<file path="src/rtl/ball_sequencer_if.sv">
// Frame-level signal bundle between the game core and the ball sequencer.
// The master side drives frame/key/collision events; the slave side reports game state.
interface ball_sequencer_if;
   logic       startFrame;
   logic       key5IsPressed;
   logic       collisionSmileyBorderBottom;
   logic       collisionSmileyObstacleReal;
   logic       pause;
   logic       reset_level;
   logic [7:0] score;
   logic [1:0] lives;
   logic [2:0] level;
   logic       game_over;
   logic [7:0] high_score;

   modport master (
      output startFrame, key5IsPressed, collisionSmileyBorderBottom, collisionSmileyObstacleReal,
      input  pause, reset_level, score, lives, level, game_over, high_score
   );

   modport slave (
      input  startFrame, key5IsPressed, collisionSmileyBorderBottom, collisionSmileyObstacleReal,
      output pause, reset_level, score, lives, level, game_over, high_score
   );
endinterface

</file>
<file path="src/rtl/ball_sequencer.sv">
// Game flow FSM: IDLE -> LAUNCH -> PLAY -> LOST/OVER, with score, level and lives tracking.
// Optional HIGH_SCORE_EN macro keeps a best-score register; otherwise high_score is tied to 0.
module ball_sequencer #(
   parameter int LIVES         = 3,
   parameter int LAUNCH_FRAMES = 60,
   parameter int LEVEL_STEP    = 10
) (
   input  logic              clk,
   input  logic              reset,
   ball_sequencer_if.slave   bus
);

   typedef enum logic [2:0] {IDLE, LAUNCH, PLAY, LOST, OVER} state_t;

   localparam logic [8:0] LF_C    = 9'(LAUNCH_FRAMES);
   localparam logic [8:0] LS_C    = 9'(LEVEL_STEP);
   localparam logic [1:0] LIVES_C = 2'(LIVES);

   state_t     state_q, state_d;
   logic [7:0] score_q, score_d;
   logic [1:0] lives_q, lives_d;
   logic [2:0] level_q, level_d;
   logic [7:0] frame_q, frame_d;
   logic [7:0] hits_q, hits_d;
   logic       key_prev_q;
   logic       pause_q, pause_d;
   logic       rl_q, rl_d;
   logic       over_q, over_d;
   logic       key_press;

   assign key_press = bus.key5IsPressed & ~key_prev_q;

   always_comb begin
      state_d = state_q;
      score_d = score_q;
      lives_d = lives_q;
      level_d = level_q;
      frame_d = frame_q;
      hits_d  = hits_q;
      rl_d    = 1'b0;
      case (state_q)
         IDLE, OVER: begin
            if (key_press) begin
               state_d = LAUNCH;
               score_d = '0;
               level_d = '0;
               hits_d  = '0;
               frame_d = '0;
               lives_d = LIVES_C;
               rl_d    = 1'b1;
            end
         end
         LAUNCH: begin
            if (bus.startFrame) begin
               if ({1'b0, frame_q} + 9'd1 == LF_C) state_d = PLAY;
               else                                frame_d = frame_q + 8'd1;
            end
         end
         PLAY: begin
            // A bottom collision wins over a simultaneous hit.
            if (bus.collisionSmileyBorderBottom) begin
               lives_d = lives_q - 2'd1;
               rl_d    = 1'b1;
               state_d = (lives_q == 2'd1) ? OVER : LOST;
            end else if (bus.collisionSmileyObstacleReal) begin
               if (score_q != 8'hff) score_d = score_q + 8'd1;
               if ({1'b0, hits_q} + 9'd1 == LS_C) begin
                  hits_d = '0;
                  if (level_q != 3'd7) level_d = level_q + 3'd1;
               end else begin
                  hits_d = hits_q + 8'd1;
               end
            end
         end
         LOST: begin
            if (key_press) begin
               state_d = LAUNCH;
               frame_d = '0;
            end
         end
         default: state_d = IDLE;
      endcase
      pause_d = (state_d != PLAY);
      over_d  = (state_d == OVER);
   end

   always_ff @(posedge clk) begin
      if (reset) begin
         state_q    <= IDLE;
         score_q    <= '0;
         lives_q    <= '0;
         level_q    <= '0;
         frame_q    <= '0;
         hits_q     <= '0;
         key_prev_q <= 1'b0;
         pause_q    <= 1'b1;
         rl_q       <= 1'b0;
         over_q     <= 1'b0;
      end else begin
         state_q    <= state_d;
         score_q    <= score_d;
         lives_q    <= lives_d;
         level_q    <= level_d;
         frame_q    <= frame_d;
         hits_q     <= hits_d;
         key_prev_q <= bus.key5IsPressed;
         pause_q    <= pause_d;
         rl_q       <= rl_d;
         over_q     <= over_d;
      end
   end

`ifdef HIGH_SCORE_EN
   logic [7:0] hs_q, hs_d;

   // Score is stable across the losing collision, so score_q is the final game score.
   always_comb begin
      hs_d = hs_q;
      if (state_q == PLAY && state_d == OVER && score_q > hs_q) hs_d = score_q;
   end

   always_ff @(posedge clk) begin
      if (reset) hs_q <= '0;
      else       hs_q <= hs_d;
   end

   assign bus.high_score = hs_q;
`else
   assign bus.high_score = '0;
`endif

   assign bus.pause       = pause_q;
   assign bus.reset_level = rl_q;
   assign bus.score       = score_q;
   assign bus.lives       = lives_q;
   assign bus.level       = level_q;
   assign bus.game_over   = over_q;

endmodule

</file>
<file path="src/flat_wrapper.sv">
// flat-port wrapper written by rule: the top's interface ports become plain ports
module ball_sequencer_flat 
#(
   parameter int LIVES         = 3,
   parameter int LAUNCH_FRAMES = 60,
   parameter int LEVEL_STEP    = 10
)
  (clk, reset, bus_startFrame, bus_key5IsPressed, bus_collisionSmileyBorderBottom, bus_collisionSmileyObstacleReal, bus_pause, bus_reset_level, bus_score, bus_lives, bus_level, bus_game_over, bus_high_score);
  ball_sequencer_if bus_i ();
  input  logic clk;
  input  logic reset;
  input wire logic [$bits(bus_i.startFrame)-1:0] bus_startFrame;
  input wire logic [$bits(bus_i.key5IsPressed)-1:0] bus_key5IsPressed;
  input wire logic [$bits(bus_i.collisionSmileyBorderBottom)-1:0] bus_collisionSmileyBorderBottom;
  input wire logic [$bits(bus_i.collisionSmileyObstacleReal)-1:0] bus_collisionSmileyObstacleReal;
  output wire logic [$bits(bus_i.pause)-1:0] bus_pause;
  output wire logic [$bits(bus_i.reset_level)-1:0] bus_reset_level;
  output wire logic [$bits(bus_i.score)-1:0] bus_score;
  output wire logic [$bits(bus_i.lives)-1:0] bus_lives;
  output wire logic [$bits(bus_i.level)-1:0] bus_level;
  output wire logic [$bits(bus_i.game_over)-1:0] bus_game_over;
  output wire logic [$bits(bus_i.high_score)-1:0] bus_high_score;
  assign bus_i.startFrame = bus_startFrame;
  assign bus_i.key5IsPressed = bus_key5IsPressed;
  assign bus_i.collisionSmileyBorderBottom = bus_collisionSmileyBorderBottom;
  assign bus_i.collisionSmileyObstacleReal = bus_collisionSmileyObstacleReal;
  assign bus_pause = bus_i.pause;
  assign bus_reset_level = bus_i.reset_level;
  assign bus_score = bus_i.score;
  assign bus_lives = bus_i.lives;
  assign bus_level = bus_i.level;
  assign bus_game_over = bus_i.game_over;
  assign bus_high_score = bus_i.high_score;
  ball_sequencer #(.LIVES(LIVES), .LAUNCH_FRAMES(LAUNCH_FRAMES), .LEVEL_STEP(LEVEL_STEP)) u_core (.clk(clk), .reset(reset), .bus(bus_i));
endmodule
</file>
<file path="config.mk">
export PLATFORM = sky130hd
export DESIGN_NAME = ball_sequencer_flat
export DESIGN_NICKNAME = d
export VERILOG_FILES = /design/src/rtl/ball_sequencer_if.sv /design/src/rtl/ball_sequencer.sv /design/src/flat_wrapper.sv
export SDC_FILE = /design/constraint.sdc
export NUM_CORES = 1
export LEC_CHECK = 0
export CAP_MARGIN = 10
export CORE_MARGIN = 8
export CORE_UTILIZATION = 50
export CTS_BUF_LIST = sky130_fd_sc_hd__clkbuf_16
export DETAILED_ROUTE_END_ITERATION = 16
export PLACE_DENSITY_LB_ADDON = 0.08
export RECOVER_POWER = 25
export SLEW_MARGIN = 20
export SYNTH_ARGS = -nofsm -noshare
export SYNTH_HDL_FRONTEND = slang
export SYNTH_SLANG_ARGS = --single-unit
</file>
<file path="constraint.sdc">
create_clock -name clk -period 3.55 [get_ports clk]
set_input_delay 0.71 -clock clk [delete_from_list [all_inputs] [get_ports clk]]
set_output_delay 0.71 -clock clk [all_outputs]
set_load 0.05 [all_outputs]
</file>
-- After elaboration in Yosys (flattened, before gate mapping)
Cells that the tools add are included.
- flip-flop bits (word level): 36
- bits in writable memories: 0
- ROM bits: 0
- bits in latches: 0
- memories kept: 0
- equal/unequal tests: 21
- bitwise operators: 2
- reductions and logical operators: 10
- div/mod/pow operators: 0
- mux-type cells: 30
- multiply operators: 0
- order comparisons: 0
- add/subtract/negate cells: 7
- shift-type cells: 0
- operators with widths (cell ; count):
    two-way mux 8 bit ; 9
    case mux 8 bit (2 select lines) ; 3
    two-way mux 3 bit ; 10
    adder 8 x 1 -> 8 bit (second input constant) ; 3
    adder 8 x 1 -> 9 bit (second input constant) ; 2
    != test 2 x 1 -> 1 bit (second input constant) ; 5
    != test 2 bit (second input constant) ; 5
    equality test 9 x 4 -> 1 bit (second input constant) ; 1
    equality test 9 x 6 -> 1 bit (second input constant) ; 1
    case mux 3 bit (3 select lines) ; 1
    != test 8 bit (second input constant) ; 1
    AND reduction 4 bit ; 2
    equality test 3 x 2 -> 1 bit (second input constant) ; 2
    equality test 3 bit (second input constant) ; 2
    case mux 3 bit (2 select lines) ; 1
    AND reduction 6 bit ; 1
    AND reduction 5 bit ; 1
    two-way mux 2 bit ; 2
    case mux 2 bit (2 select lines) ; 1
    nonzero test 2 bit ; 2
    adder 3 x 1 -> 3 bit (second input constant) ; 1
    equality test 3 x 1 -> 1 bit (second input constant) ; 1
    logical NOT 3 bit ; 1
    != test 3 x 2 -> 1 bit (second input constant) ; 1
    other kinds (10) ; 11

-- Logic depth before layout (Yosys ltp)
Gate-level depths: netlist of the first run.
- depth after elaboration: 6
- depth in mapped cells: 7
- mapped depth without buffers: 7

-- Least setup slack after synthesis of the first run
No wires, ideal clock.
- path type: input to register
- start: input bus_key5IsPressed
- end: register u_core.score_q[4], in the netlist u_core.bus.score[4]
- setup time: 0.071 ns
- buffers on the path: 0
- stages: 5
- data arrival time: 1.906 ns
- path slack: 1.573 ns
- required time: 3.479 ns
- cells stage by stage: or4b_4 o21ai_4 o21ai_2 or3_1 a21oi_1
- cells in the longest elaborated chain, start to end: 3
- RTL lines (item ; RTL line ; source):
    from (decl) ; flat_wrapper.sv:13 ; input wire logic [$bits(bus_i.key5IsPressed)-1:0] bus_key5IsPressed;
    AND 1 bit ; ball_sequencer.sv:31 ; assign key_press = bus.key5IsPressed & ~key_prev_q;
    != test 2 x 1 -> 1 bit (no line) ; - ;
    AND reduction 5 bit (no line) ; - ;
    to (signal assigned) ; ball_sequencer.sv:101 ; score_q <= score_d;
    to (decl) ; ball_sequencer.sv:20 ; logic [7:0] score_q, score_d;
Every way passes these cells.
A chain may end at the register's enable or synchronous reset.

-- Worst setup path in the final report of the first run
- start: input bus_key5IsPressed
- end: register u_core.score_q[5], in the netlist u_core.bus.score[5]
The elaborated chain is that of the path after synthesis.

==> results of run 1 <==
power by group through the flow:
stage | Clock [mW] | Sequential, mW | Combinational [mW]
2_1_floorplan | 0 | 0.436 | 0.0686
3_3_place_gp | 0 | 0.425 | 0.0960
3_5_place_dp | 0 | 0.425 | 0.0953
4_1_cts | 0.407 | 0.417 | 0.0955
5_1_grt | 0.419 | 0.418 | 0.102
6_report | 0.394 | 0.417 | 0.0938
layout make-up:
cell class | instances | area [sq um] | area share
Tap cell | 50 | 62.6 | 0.0272
Multi-Input combinational cell | 188 | 1160 | 0.503
Inverter | 4 | 15.0 | 0.00654
Sequential cell | 36 | 721 | 0.314
Clock buffer | 5 | 125 | 0.0545
Timing Repair Buffer | 22 | 218 | 0.0948
registers in the layout, summed over array words and instances, names as in the netlist:
name,count
u_core.bus.score,8
u_core.frame_q,8
u_core.hits_q,8
u_core.bus.level,3
u_core.state_q,3
u_core.bus.lives,2
u_core.bus.game_over,1
u_core.bus.pause,1
u_core.bus.reset_level,1
u_core.key_prev_q,1
kinds of logic (layout without fill, tap and decap cells):
group	Yosys count	count (layout)
AND/OR/NAND/NOR	111	111
AO/OA/AOI/OAI	51	51
flip-flops	36	36
buffers and inverters	20	31
adder cells (fa/ha/maj)	7	7
XOR/XNOR	7	7
multiplexers	4	4
other	1	8
final timing paths:
check	end	slack, ns	depth (start not counted)
hold reg to reg	u_core.bus.score[1]	0.48	2
hold / removal	u_core.bus.score[1]	0.48	2
setup reg to reg	u_core.hits_q[3]	1.34	5
setup / recovery	u_core.bus.score[5]	1.00	6
cells in the final DEF, fill, tap and decap left out, types with 2 or more instances in the layout:
cell type	count
inv_1	4
a311oi_1	7
o21ai_0	10
ha_1	7
a21oi_1	14
o211ai_1	3
xor2_1	2
clkdlybuf4s50_1	17
nor4b_1	3
nor3_1	2
nand2_1	25
and2_1	4
dfxtp_1	36
xnor2_1	5
a41oi_1	2
nand4_1	4
nor4_1	2
dlygate4sd3_1	4
nor2_1	28
mux2i_1	4
nand3_1	9
conb_1	8
nor3b_1	3
or3_1	6
clkbuf_16	5
nor2b_1	6
nand2b_1	8
metal layers:
layer,up-vias,GRT usage,share of wire
met5,-,0,0
met4,0,0.0593,0.013
met3,4,0.0474,0.044
met2,28,0.210,0.47
met1,747,0.158,0.48
li1,878,-,-
per-stage QoR:
step	hold slack [ns]	cells	total power [mW]	instance area (sq um)
after global placement	0.483	300	0.521	2180
after CTS	0.487	305	0.919	2300
final	0.485	305	0.904	2300
after floorplan	0.453	244	0.505	2000
after detailed placement	0.480	300	0.521	2180
after global routing	0.518	305	0.939	2300
critical path, delay by kind of cell:
family | cells | cell delay (ns)
AND/OR/NAND/NOR | 2 | 0.96
buffers and inverters | 1 | 0.58
AO/OA/AOI/OAI | 3 | 0.50
==> impl_results.md, run 1 <==
- Min-delay src: u_core.bus.score[1]
- Commonest cells in the netlist: 36 x dfxtp_1, 28 x nor2_1, 25 x nand2_1
- DR DRC count: 0
- Switching power of the nets: ~0.22 mW
- Setup CP Type: in2reg
- Measured slew at the worst slew-check pin: 0.691 ns
- Worst setup margin: 1.00 ns
- Crit path launch: bus_key5IsPressed
- Gr ovfl total: 0
- Peak Freq: 0.392 GHz
- Layout area overhead: 16.3%
- Final core occ: 0.587
- Max-cap viol count: 0
- HPWL after DPL: ~2.9 mm
- Top FF cell, synth: dfxtp_1
- Post-Route WL: 3.96 mm
- RSZ-0062 raised after global routing: false
- Clock Latency Late Sink: between 0.2 and 0.3 ns
- Outcome: finished clean
- Period utilisation layout: 0.718
- Yosys top cell by area: dfxtp_1
- Core area: 3910 sq um
- Peak VDD IR: 272 uV
- Clk slew on worst S/H paths: 0.05 ns
- P per Cell Area: just under 400 nW/um^2
- Register area share after synthesis: 0.365
- Synth Register Bits: 36
- Largest net degree at the start of global routing: 17
- Cell area after synthesis: 1980 sq um
- WP data arrival: 2.75 ns
- DRT iter0 DRCs: between 60 and 70
- Worst slack at placement: 0.911 ns
- Slew Viols, Final: 0
- Most common cell in the synthesized netlist: dfxtp_1
- Die area: 6220 sq um
- Leak: 0.824 nW
- Worst setup SP type: input pin
- Routability cong.: 0.755
- Post-CTS Resized: 0
- I/O Buffers: 21
- Clk sinks: 36
- Initial antenna violation count: 0
- CP endpoint kind: register
- Detailed-route vias per instance: 5.43
- Setup total negative slack: 0 ns
- Mux contribution to synthesized area: 0.0203
- Root buffer cell: clkbuf_16
- Reg2reg start: u_core.state_q[1]
- Fin nets: between 200 and 300
- Post-synthesis compound-gate area fraction: 0.178
- Top post-synthesis cells by area: dfxtp_1 36%, nor2_1 5.3%, nand2_1 4.7%, ha_1 4.4%, a21oi_1 3.5%
- Switch share: 0.244
- Post-synth EDFFs: 0
- Routed wire length per instance: 13.0 microns
- Fin. Hold Viols: 0
- Synth Area in Adders: 0.0443
- CTS buffer count: 5
- Slew HR: 0.539
- Hold Buf Count CTS: 0
- Post-route ant nets: 0
- Vias in the first global route: roughly 1500
- Slowest-stage cell, CP: or4b_1
- Int Power: 0.684 mW
- CTS tree: done
- Post-synthesis async set-or-reset flop share: 0
- Final setup viols: 0
- Worst-path cell chain: dlygate4sd3_1, or4b_1, o21ai_4, o21ai_2, or3_1, a21oi_1
- Hold WC Path Type: reg2reg
- Antenna cells: 0
- Post-synth cell types: 55
- DR pass1 iterations: 4
- Clock power share: 0.435
- Clock skew: 0.00373 ns
- Logic pwr share: 0.104
- Starting Density: 0.505
- CP peak stage delay: roughly 0.60 ns
- H-tree depth: 2
- Synth Instances: 237
- Min cycle time layout: about 2.5 ns
- Post-Synth XOR/XNOR Area: 0.0310
- Fill count: 387
- Yosys warnings: 0
- Reg power frac: 0.461
- Main combinational cell family by area after synthesis: simple AND/OR/NAND/NOR gates
- Die X: 78.9 microns
- Syn_area_per_cell: 8.34 sq um
- Routed vias: 1657
- Critical Path Fanout Max: 8
- First-pass GRT wire length: roughly 6.7 mm
- Post-CTS Setup Bufs: 0
- Gr usage total: 0.133
- Synth top area share: 0.365
- Die span in y: 78.9 microns
- Worst path required time: 3.75 ns
- CTS max path bufs: 2
- Synth Area in Simple Gates: 0.300
- Layout cell share with drive strength beyond 1: 0.0510
- # IOs: 30
- Row count: 23
Note: power is estimated with default switching activity, not from simulation.
==> run 2, diff against run 1 <==
==> constraint.sdc (replaced) <==
create_clock -name clk -period 2.63 [get_ports clk]
set_input_delay 0.526 -clock clk [delete_from_list [all_inputs] [get_ports clk]]
set_output_delay 0.526 -clock clk [all_outputs]
set_load 0.05 [all_outputs]
==> impl_results.md, run 2 (synthesis results as in run 1) <==
- Outcome: finished clean
- Clock Latency Late Sink: 0.28 ns (about the same)
- Crit path launch: bus_key5IsPressed
- Row count: 23 (unchanged)
- Hold WC Path Type: reg2reg
- Initial antenna violation count: 0 (unchanged)
- Clock skew: 0.00213 ns (-0.00160 ns)
- Internal reg-to-reg setup slack: 0.58 ns (-0.76 ns)
- First-pass GRT wire length: 6.76 mm (+1.2%)
- Vias in the first global route: 1564 (+3.4%)
- Switching power of the nets: 0.313 mW (+42%)
- Final setup viols: 0 (unchanged)
- H-tree depth: 2 (unchanged)
- CP peak stage delay: 0.60 ns (about the same)
- Min cycle time layout: 2.26 ns
- Post-CTS Resized: 0 (unchanged)
- Post-Route WL: 4.05 mm (+2.3%)
- Slew HR: 0.615 (+0.0754)
- Register-to-Register Path Depth: 6 (+1)
- Switch share: 0.252 (+0.00838)
- Int Power: 0.930 mW (+36%)
- Die area: 6220 sq um (unchanged)
- Antenna cells: 0 (unchanged)
- Core area: 3910 sq um (unchanged)
- Worst path required time: 2.83 ns (-0.92 ns)
- DR pass1 iterations: 4 (unchanged)
- Worst slack at placement: 0.180 ns (-0.731 ns)
- Layout cell share with drive strength beyond 1: 0.0618 (+0.0108)
- Finished Layout Cells: 309 (+1.3%)
- Reg2reg end: u_core.bus.level[2]
- Period utilisation layout: 0.860
- Max-cap viol count: 0 (unchanged)
- Commonest non-fill, non-tap cell in the layout: dfxtp_1
- Gr usage total: 0.135 (+0.00162)
- Clk slew on worst S/H paths: 0.05 ns (about the same)
- Root buffer cell: clkbuf_16
- Post-route ant nets: 0 (unchanged)
- Placed insts: 302 (+0.67%)
- Hold Buf Count CTS: 0 (unchanged)
- CP endpoint kind: register
- Die X: 78.9 microns (unchanged)
- Measured slew at the worst slew-check pin: 0.572 ns (-0.118 ns)
- Slowest-stage cell, CP: or4b_1
- Worst setup SP type: input pin
- Fin nets: 272 (+0.74%)
- Most frequent cells in the layout: 36 x dfxtp_1, 28 x nor2_1, 25 x nand2_1
- Setup total negative slack: 0 ns (unchanged)
- I/O Buffers: 21 (unchanged)
- Largest net degree at the start of global routing: 15 (-2)
- DRT iter0 DRCs: 85 (+29%)
- Reg2reg start: u_core.hits_q[0]
- Critical Path Fanout Max: 8 (unchanged)
- P per Cell Area: 536 nW/um^2 (+36%)
- Setup CP Type: in2reg
- Overall power: 1.24 mW (+37%)
- Gr ovfl total: 0 (unchanged)
- CTS buffer count: 5 (unchanged)
- Final core occ: 0.593 (+0.00575)
- # IOs: 30 (unchanged)
- Logic pwr share: 0.103 (about the same)
- Leak: 0.841 nW (+2.1%)
- Detailed-route vias per instance: 5.45 (+0.37%)
- Worst setup margin: 0.369 ns (-0.632 ns)
- Die span in y: 78.9 microns (unchanged)
- Post-CTS Setup Bufs: 0 (unchanged)
- CTS tree: done
- Starting Density: 0.505 (unchanged)
- Worst-path cell chain: clkdlybuf4s50_1, or4b_1, o21ai_4, o21ai_2, or3_1, a21oi_1
- Routability cong.: 0.787 (+4.3%)
- Routed wire length per instance: 13.1 microns (+0.95%)
- Peak VDD IR: 250 uV (-8.4%)
- DR DRC count: 0 (unchanged)
- Fin. Hold Viols: 0 (unchanged)
- Routed vias: 1685 (+1.7%)
- Slew Viols, Final: 0 (unchanged)
- Clk sinks: 36 (unchanged)
- Reg power frac: 0.453 (-0.008)
- Clock power share: 0.444 (+0.009)
- HPWL after DPL: 2.98 mm (+4.0%)
- CP endpoint: u_core.bus.score[3]
- CTS max path bufs: 2 (unchanged)
- Layout area overhead: 17.4%
- WP data arrival: 2.46 ns (-0.29 ns)
- Peak Freq: 0.442 GHz
- RSZ-0062 raised after global routing: false
==> run 2: cell count changes in the layout (fill, tap and decap cells not counted), sizes merged <==
cell	before	now
buf	1	2
clkbuf	5	6
clkdlybuf4s50	17	18
clkinv	0	1
dlygate4sd3	4	3
inv	4	5
==> run 2: layout make-up <==
class                      count  area, sq um
tap                           50         62.6
clock buffer                   5          125
timing repair buffer          24          229
multi-input combinational    188         1160
sequential                    36          721
clock inverter                 2         8.76
fill                         411         1590
inverter                       4         15.0
==> run 2: power groups by stage <==
stage / combinational, mW / clock (mW) / sequential [mW]
after detailed placement: 0.131 / 0 / 0.574
after floorplan: 0.0927 / 0 / 0.588
after CTS: 0.132 / 0.569 / 0.562
after global placement: 0.130 / 0 / 0.574
final: 0.128 / 0.552 / 0.562
after global routing: 0.140 / 0.595 / 0.563
==> run 2: critical path: cells and delay by family <==
kind                   cells  cell delay (ns)
AND/OR/NAND/NOR            2             0.97
buffers and inverters      1             0.50
AO/OA/AOI/OAI              3             0.46
==> run 2: layer usage <==
metal / global-route usage / wire length (microns) / up-vias
met5: 0 / 0 / -
met4: 0.0500 / 60 / 0
met3: 0.0451 / 172 / 6
met2: 0.238 / 1940 / 21
met1: 0.145 / 1880 / 771
li1: - / - / 887
==> run 2: how the worst min path moves through the flow <==
| stage | cells past startpoint | to | startpoint | slack, ns |
|---|---|---|---|---|
| after CTS | 2 | u_core.bus.score[1] | u_core.bus.score[1] | 0.49 |
| after detailed placement | 2 | u_core.bus.score[1] | u_core.bus.score[1] | 0.48 |
| after floorplan | 1 | u_core.frame_q[7] | u_core.frame_q[7] | 0.45 |
| final | 2 | u_core.bus.score[1] | u_core.bus.score[1] | 0.48 |
| after global placement | 1 | u_core.frame_q[7] | u_core.frame_q[7] | 0.48 |
| after global routing | 1 | u_core.frame_q[7] | u_core.frame_q[7] | 0.52 |
==> run 2: per-stage QoR <==
stage,hold slack [ns],cell area (sq um)
final,0.482,2320
after floorplan,0.453,2000
after detailed placement,0.478,2190
after global placement,0.479,2190
after CTS,0.486,2330
after global routing,0.523,2320
